`src/rtl/reaction_timer_if.sv`:
```
// Bundled handshake and display signals between the push-button/timebase logic
// and reaction_timer.
interface reaction_timer_if #(
  parameter int unsigned NDIG = 2
);
  logic                  Tick;
  logic                  Start;
  logic                  Pushn;
  logic                  Show;
  logic                  LEDn;
  logic [4*NDIG-1:0]     Count;
  logic [7*NDIG-1:0]     Digits;
  logic                  FalseStart;
  logic                  Overflow;
  logic                  Busy;

  modport master (
    output Tick, Start, Pushn, Show,
    input  LEDn, Count, Digits, FalseStart, Overflow, Busy
  );

  modport slave (
    input  Tick, Start, Pushn, Show,
    output LEDn, Count, Digits, FalseStart, Overflow, Busy
  );
endinterface

```
`src/rtl/reaction_timer.sv`:
```
// Reaction-time tester: random stimulus delay, BCD timing, false-start and overflow flags.
// Optional best-time register enabled by defining REACTION_BEST_EN.
module seg7 (
  input  logic [3:0] bcd,
  output logic [6:0] seg
);
  // Active-high segments, bit order {g,f,e,d,c,b,a}; non-BCD codes blank.
  always_comb begin
    seg = '0;
    unique case (bcd)
      4'd0:    seg = 7'h3F;
      4'd1:    seg = 7'h06;
      4'd2:    seg = 7'h5B;
      4'd3:    seg = 7'h4F;
      4'd4:    seg = 7'h66;
      4'd5:    seg = 7'h6D;
      4'd6:    seg = 7'h7D;
      4'd7:    seg = 7'h07;
      4'd8:    seg = 7'h7F;
      4'd9:    seg = 7'h6F;
      default: seg = '0;
    endcase
  end
endmodule

module reaction_timer #(
  parameter int unsigned NDIG      = 2,
  parameter int unsigned DELAY_MIN = 100,
  parameter int unsigned LFSR_W    = 8
) (
  input  logic            Clock,
  input  logic            Resetn,
  reaction_timer_if.slave bus
);
  localparam int unsigned DW = $clog2(DELAY_MIN + (1 << LFSR_W));
  localparam logic [4*NDIG-1:0] ALL9 = {NDIG{4'h9}};

  function automatic logic [15:0] tap_mask(input int unsigned w);
    case (w)
      3:       tap_mask = 16'h0006;
      4:       tap_mask = 16'h000C;
      5:       tap_mask = 16'h0014;
      6:       tap_mask = 16'h0030;
      7:       tap_mask = 16'h0060;
      8:       tap_mask = 16'h00B8;
      9:       tap_mask = 16'h0110;
      10:      tap_mask = 16'h0240;
      11:      tap_mask = 16'h0500;
      12:      tap_mask = 16'h0E08;
      13:      tap_mask = 16'h1C80;
      14:      tap_mask = 16'h3802;
      15:      tap_mask = 16'h6000;
      default: tap_mask = 16'hB400;
    endcase
  endfunction

  localparam logic [15:0]       TAPS16 = tap_mask(LFSR_W);
  localparam logic [LFSR_W-1:0] TAPS   = TAPS16[LFSR_W-1:0];

  function automatic logic [4*NDIG-1:0] bcd_inc(input logic [4*NDIG-1:0] v);
    logic       carry;
    logic [3:0] d;
    bcd_inc = v;
    carry   = 1'b1;
    for (int unsigned i = 0; i < NDIG; i++) begin
      d = v[4*i +: 4];
      if (carry) begin
        if (d == 4'd9) begin
          bcd_inc[4*i +: 4] = 4'd0;
        end else begin
          bcd_inc[4*i +: 4] = d + 4'd1;
          carry = 1'b0;
        end
      end
    end
  endfunction

  typedef enum logic [1:0] {IDLE, WAIT, ARMED, DONE} state_t;

  state_t            state_q, state_d;
  logic [LFSR_W-1:0] lfsr_q;
  logic [DW-1:0]     dly_q, dly_d;
  logic [4*NDIG-1:0] count_q, count_d;
  logic              led_q, led_d;
  logic              fs_q, fs_d;
  logic              ov_q, ov_d;
  logic [4*NDIG-1:0] disp;
  logic [7*NDIG-1:0] digits;

  always_ff @(posedge Clock or negedge Resetn) begin
    if (!Resetn) begin
      lfsr_q <= LFSR_W'(1);
    end else begin
      lfsr_q <= (lfsr_q >> 1) ^ (lfsr_q[0] ? TAPS : '0);
    end
  end

  always_ff @(posedge Clock or negedge Resetn) begin
    if (!Resetn) begin
      state_q <= IDLE;
      dly_q   <= '0;
      count_q <= '0;
      led_q   <= 1'b1;
      fs_q    <= 1'b0;
      ov_q    <= 1'b0;
    end else begin
      state_q <= state_d;
      dly_q   <= dly_d;
      count_q <= count_d;
      led_q   <= led_d;
      fs_q    <= fs_d;
      ov_q    <= ov_d;
    end
  end

  // A press always takes priority over a Tick arriving in the same cycle.
  always_comb begin
    state_d = state_q;
    dly_d   = dly_q;
    count_d = count_q;
    led_d   = led_q;
    fs_d    = fs_q;
    ov_d    = ov_q;
    unique case (state_q)
      IDLE, DONE: begin
        if (bus.Start) begin
          state_d = WAIT;
          dly_d   = DW'(DELAY_MIN) + DW'(lfsr_q);
          count_d = '0;
          fs_d    = 1'b0;
          ov_d    = 1'b0;
        end
      end
      WAIT: begin
        if (!bus.Pushn) begin
          state_d = DONE;
          fs_d    = 1'b1;
          count_d = '0;
          led_d   = 1'b1;
        end else if (bus.Tick) begin
          dly_d = dly_q - DW'(1);
          if (dly_q <= DW'(1)) begin
            state_d = ARMED;
            led_d   = 1'b0;
          end
        end
      end
      ARMED: begin
        if (!bus.Pushn) begin
          state_d = DONE;
          led_d   = 1'b1;
        end else if (bus.Tick) begin
          if (count_q == ALL9) begin
            state_d = DONE;
            ov_d    = 1'b1;
            led_d   = 1'b1;
          end else begin
            count_d = bcd_inc(count_q);
          end
        end
      end
      default: state_d = IDLE;
    endcase
  end

`ifdef REACTION_BEST_EN
  logic [4*NDIG-1:0] best_q;
  logic              done_q;

  // done_q marks the first DONE cycle so Best is compared once per run.
  always_ff @(posedge Clock or negedge Resetn) begin
    if (!Resetn) begin
      best_q <= ALL9;
      done_q <= 1'b0;
    end else begin
      done_q <= (state_q == DONE);
      if (state_q == DONE && !done_q && !fs_q && !ov_q && count_q < best_q)
        best_q <= count_q;
    end
  end

  assign disp = bus.Show ? best_q : count_q;
`else
  logic unused_show;
  assign unused_show = bus.Show;
  assign disp        = count_q;
`endif

  for (genvar g = 0; g < NDIG; g++) begin : g_dig
    seg7 u_seg7 (
      .bcd (disp[4*g +: 4]),
      .seg (digits[7*g +: 7])
    );
  end

  assign bus.LEDn       = led_q;
  assign bus.Count      = count_q;
  assign bus.Digits     = digits;
  assign bus.FalseStart = fs_q;
  assign bus.Overflow   = ov_q;
  assign bus.Busy       = (state_q == WAIT) || (state_q == ARMED);
endmodule
```
`src/flat_wrapper.sv`:
```
// flat-port wrapper written by rule: the top's interface ports become plain ports
module reaction_timer_flat 
#(
  parameter int unsigned NDIG      = 2,
  parameter int unsigned DELAY_MIN = 100,
  parameter int unsigned LFSR_W    = 8
)
  (Clock, Resetn, bus_Tick, bus_Start, bus_Pushn, bus_Show, bus_LEDn, bus_Count, bus_Digits, bus_FalseStart, bus_Overflow, bus_Busy);
  reaction_timer_if #(.NDIG(NDIG)) bus_i ();
  input  logic Clock;
  input  logic Resetn;
  input wire logic [$bits(bus_i.Tick)-1:0] bus_Tick;
  input wire logic [$bits(bus_i.Start)-1:0] bus_Start;
  input wire logic [$bits(bus_i.Pushn)-1:0] bus_Pushn;
  input wire logic [$bits(bus_i.Show)-1:0] bus_Show;
  output wire logic [$bits(bus_i.LEDn)-1:0] bus_LEDn;
  output wire logic [$bits(bus_i.Count)-1:0] bus_Count;
  output wire logic [$bits(bus_i.Digits)-1:0] bus_Digits;
  output wire logic [$bits(bus_i.FalseStart)-1:0] bus_FalseStart;
  output wire logic [$bits(bus_i.Overflow)-1:0] bus_Overflow;
  output wire logic [$bits(bus_i.Busy)-1:0] bus_Busy;
  assign bus_i.Tick = bus_Tick;
  assign bus_i.Start = bus_Start;
  assign bus_i.Pushn = bus_Pushn;
  assign bus_i.Show = bus_Show;
  assign bus_LEDn = bus_i.LEDn;
  assign bus_Count = bus_i.Count;
  assign bus_Digits = bus_i.Digits;
  assign bus_FalseStart = bus_i.FalseStart;
  assign bus_Overflow = bus_i.Overflow;
  assign bus_Busy = bus_i.Busy;
  reaction_timer #(.NDIG(NDIG), .DELAY_MIN(DELAY_MIN), .LFSR_W(LFSR_W)) u_core (.Clock(Clock), .Resetn(Resetn), .bus(bus_i));
endmodule
```
`config.mk`:
```
export PLATFORM = sky130hd
export DESIGN_NAME = reaction_timer_flat
export DESIGN_NICKNAME = d
export VERILOG_FILES = /design/src/rtl/reaction_timer_if.sv /design/src/rtl/reaction_timer.sv /design/src/flat_wrapper.sv
export SDC_FILE = /design/constraint.sdc
export NUM_CORES = 1
export LEC_CHECK = 0
export BUFFER_PORTS_ARGS = -buffer_cell sky130_fd_sc_hd__buf_4
export CORE_AREA = 2 2 117 62
export CTS_CLUSTER_SIZE = 25
export DETAILED_ROUTE_END_ITERATION = 10
export DIE_AREA = 0 0 119 64
export PLACE_DENSITY_LB_ADDON = 0.1
export SLEW_MARGIN = 20
export SYNTH_ARGS = -nofsm -noshare
export SYNTH_HDL_FRONTEND = slang
export SYNTH_SLANG_ARGS = --single-unit
```
`constraint.sdc`:
```
create_clock -name Clock -period 2.06 [get_ports Clock]
set_input_delay 0.206 -clock Clock [delete_from_list [all_inputs] [get_ports Clock]]
set_output_delay 0.206 -clock Clock [all_outputs]
set_load 0.01 [all_outputs]
```
==> flow_metrics.py <==
metrics = {
    "synth": {
        "yosys.cell_types.count": 56,
        "netlist_instances": 233,
        "yosys_register_bits": 30,
        "synthTopCellsByArea": "dfrtp_1, ha_1, o21ai_0",
        "postSynth.asyncResetShare_pct": 100,
        "synth_top_area_cell": "dfrtp_1",
        "synth_common_cells": "dfrtp_1, o21ai_0, ha_1, inv_1, a21oi_1",
        "synth_fp_nets": 259,
        "synth_most_common_cell": "dfrtp_1",
        "synth_edf_count": 0,
        "synth_area_sq_um": 2130,
        "seq_area_frac_synth_pct": 35.3,
        "synth_top_area_share_pct": 32.8,
        "ys.flop_type": "dfrtp_1",
        "synth_warnings": 0,
        "avgSynthCellArea_sq_um": 9.16,
    },
    "clock_tree": {
        "post_cts_buffers": 0,
        "path_clk_slew_ps": 50,
        "htreeDepth": 2,
        "numCtsBuffers": 5,
        "ctsHoldBuffers": 1,
        "cts_tree": "done",
        "cts_sinks": 30,
        "clock_path_buffers": 2,
        "cts_resized": 0,
        "insertion_delay_ps": 270,
        "cts_root_buf": "clkbuf_16",
    },
    "power": {
        "p_per_area_nw_per_um2": 1150,
        "clkPwrFrac_pct": 22.0,
        "switching_share_pct": 39.4,
        "ir_worst_vdd_mv": 0.325,
        "p_comb_share_pct": 50.0,
        "pwr-share-seq_pct": 28.1,
        "power.internal_uw": 1880,
        "leakage_uw": 0.00124,
        "switchingPower_uw": 1220,
    },
    "run": {
        "maxCapViolations": 0,
    },
    "timing": {
        "period_share_pct": 93.9,
        "worst_pin_slew_ps": 401,
        "finalSetupTns_ps": 0,
        "max_freq_mhz": 517,
        "maxSlewViolCount": 0,
        "hold_viol": 0,
        "slew_headroom_pct": 73.3,
        "clock_skew_ps": 5.22,
        "setup_viol": 0,
        "min_period_ps": 1930,
        "rsz0062_at_grt": "false",
    },
    "critical_path": {
        "required_ps": 2260,
        "critPathMaxFanout": 7,
        "ff2ff_setup_slack_ps": 130,
        "cp-startpoint": "u_core.dly_q[2]",
        "path_class": "flop to flop",
        "start_kind": "flop",
        "endpoint_kind": "flop",
        "r2r_start": "u_core.dly_q[2]",
        "arrival_ps": 2130,
    },
    "die": {
        "die_w_um": 119,
        "die_area_sq_um": 7620,
        "core_sq_um": 6540,
        "initial_utilization_pct": 32.6,
        "ioPinCount": 32,
        "rows": 21,
        "die_y_um": 64,
    },
    "finish": {
        "postLayoutCoreUtil_pct": 41.2,
        "syn2layout_area_growth_pct": 26.3,
        "final_cell_count_no_fill": 372,
        "layout.nets": 306,
        "diodes": 0,
        "drive_above_1_share_pct": 24.3,
    },
    "global_route": {
        "grt_pass1_vias": 1864,
        "antenna_found_initial": 0,
        "grt_use_total_pct": 14.3,
        "grt_start_max_net_pins": 31,
        "grt_pass1_wl_mm": 8.68,
        "grt.overflow.total": 0,
    },
    "placed_design": {
        "placed_cells": 364,
        "io_buffers": 30,
        "hpwl_mm": 3.76,
        "gp_congestion": 0.787,
    },
    "detailed_routing": {
        "vias": 1885,
        "wl_met2_mm": 2.34,
        "drtAntennaViolNets": 0,
        "post_drt_wl_per_cell_um": 13.8,
        "vias_per_cell": 5.07,
        "drt_iter0_markers": 106,
        "first_pass_iters": 4,
        "wl_met1_mm": 2.54,
        "wirelength_mm": 5.12,
        "wl_met3_um": 164,
        "route.detailed.drc": 0,
        "highest_layer": "met4",
    },
    "status": {
        "outcome": "completed",
    },
    "hold_path": {
        "hp-class": "input pin to flop",
        "worstHoldStart": "bus_Start",
    },
}
worst max-delay path: stages (launching register included):
cell and delay (ps):
dfrtp_1 430, or4_4 580, o31ai_4 280, and3_2 250, mux2_1 320
per-stage QoR:
step                      total power (uW)  hold WS [ps]  worst slack [ps]  instance area, sq um
after floorplan                       1930         -89.6               129                  2130
after global placement                2410           167               149                  2550
after detailed placement              2430           170               119                  2550
after CTS                             3130           267               114                  2700
after global routing                  3340           284              16.1                  2700
final                                 3100           267               126                  2700
cell usage in the layout (no fill, tap or decap), types with 3 or more instances in the layout:
cell       count
buf_4         46
dfrtp_1       28
o21ai_0       25
inv_1         20
ha_1          20
a21oi_1       16
o22ai_1       13
nor2_1        10
nand2_1        9
a21o_1         5
xor2_1         5
nand3_1        5
clkbuf_16      5
nand2b_1       4
nor2b_1        4
xnor2_1        4
a31oi_1        4
mux2i_1        3
nand4_1        3
power groups by stage:
stage                     Clock, uW  Combinational [uW]  Sequential, uW
after global routing            723                1730             889
after floorplan                   0                1060             867
after global placement            0                1540             869
after CTS                       696                1560             869
final                           680                1550             869
after detailed placement          0                1560             876
cell families after synthesis:
group	after synthesis	share of synthesized area [%]
AO/OA/AOI/OAI	86	26.3
flip-flops	30	35.3
buffers and inverters	27	5.51
multiplexers	4	1.93
adder cells (fa/ha/maj)	20	11.7
XOR/XNOR	9	3.69
AND/OR/NAND/NOR	57	15.6
path summary, 6_finish.rpt:
| kind | cells after the start | endpoint |
|---|---|---|
| min | 3 | u_core.state_q[1] |
| max | 4 | u_core.bus.LEDn |
| min in group asynchronous | 2 | u_core.dly_q[7] |
| max in group asynchronous | 2 | u_core.lfsr_q[0] |
| max reg2reg | 4 | u_core.bus.LEDn |
| min reg2reg | 0 | u_core.lfsr_q[0] |
layer usage:
layer	vias up	track usage, %
met3	10	3.39
met4	0	4.76
li1	949	-
met2	34	24.7
met5	-	0
met1	892	17.7
cell type report:
cell class | instances | area [sq um]
Clock buffer | 7 | 133
Sequential cell | 30 | 753
Inverter | 20 | 75.1
Timing Repair Buffer | 47 | 355
Fill cell | 657 | 3850
Tap cell | 92 | 115
Multi-Input combinational cell | 176 | 1260
state kept, by name, indices dropped and copies added (netlist names):
signal,cells
u_core.bus.Count,8
u_core.bus.Overflow,1
u_core.bus.FalseStart,1
u_core.dly_q,9
u_core.lfsr_q,8
u_core.state_q,2
u_core.bus.LEDn,1
No activity file was read; power rests on OpenSTA's default activity.
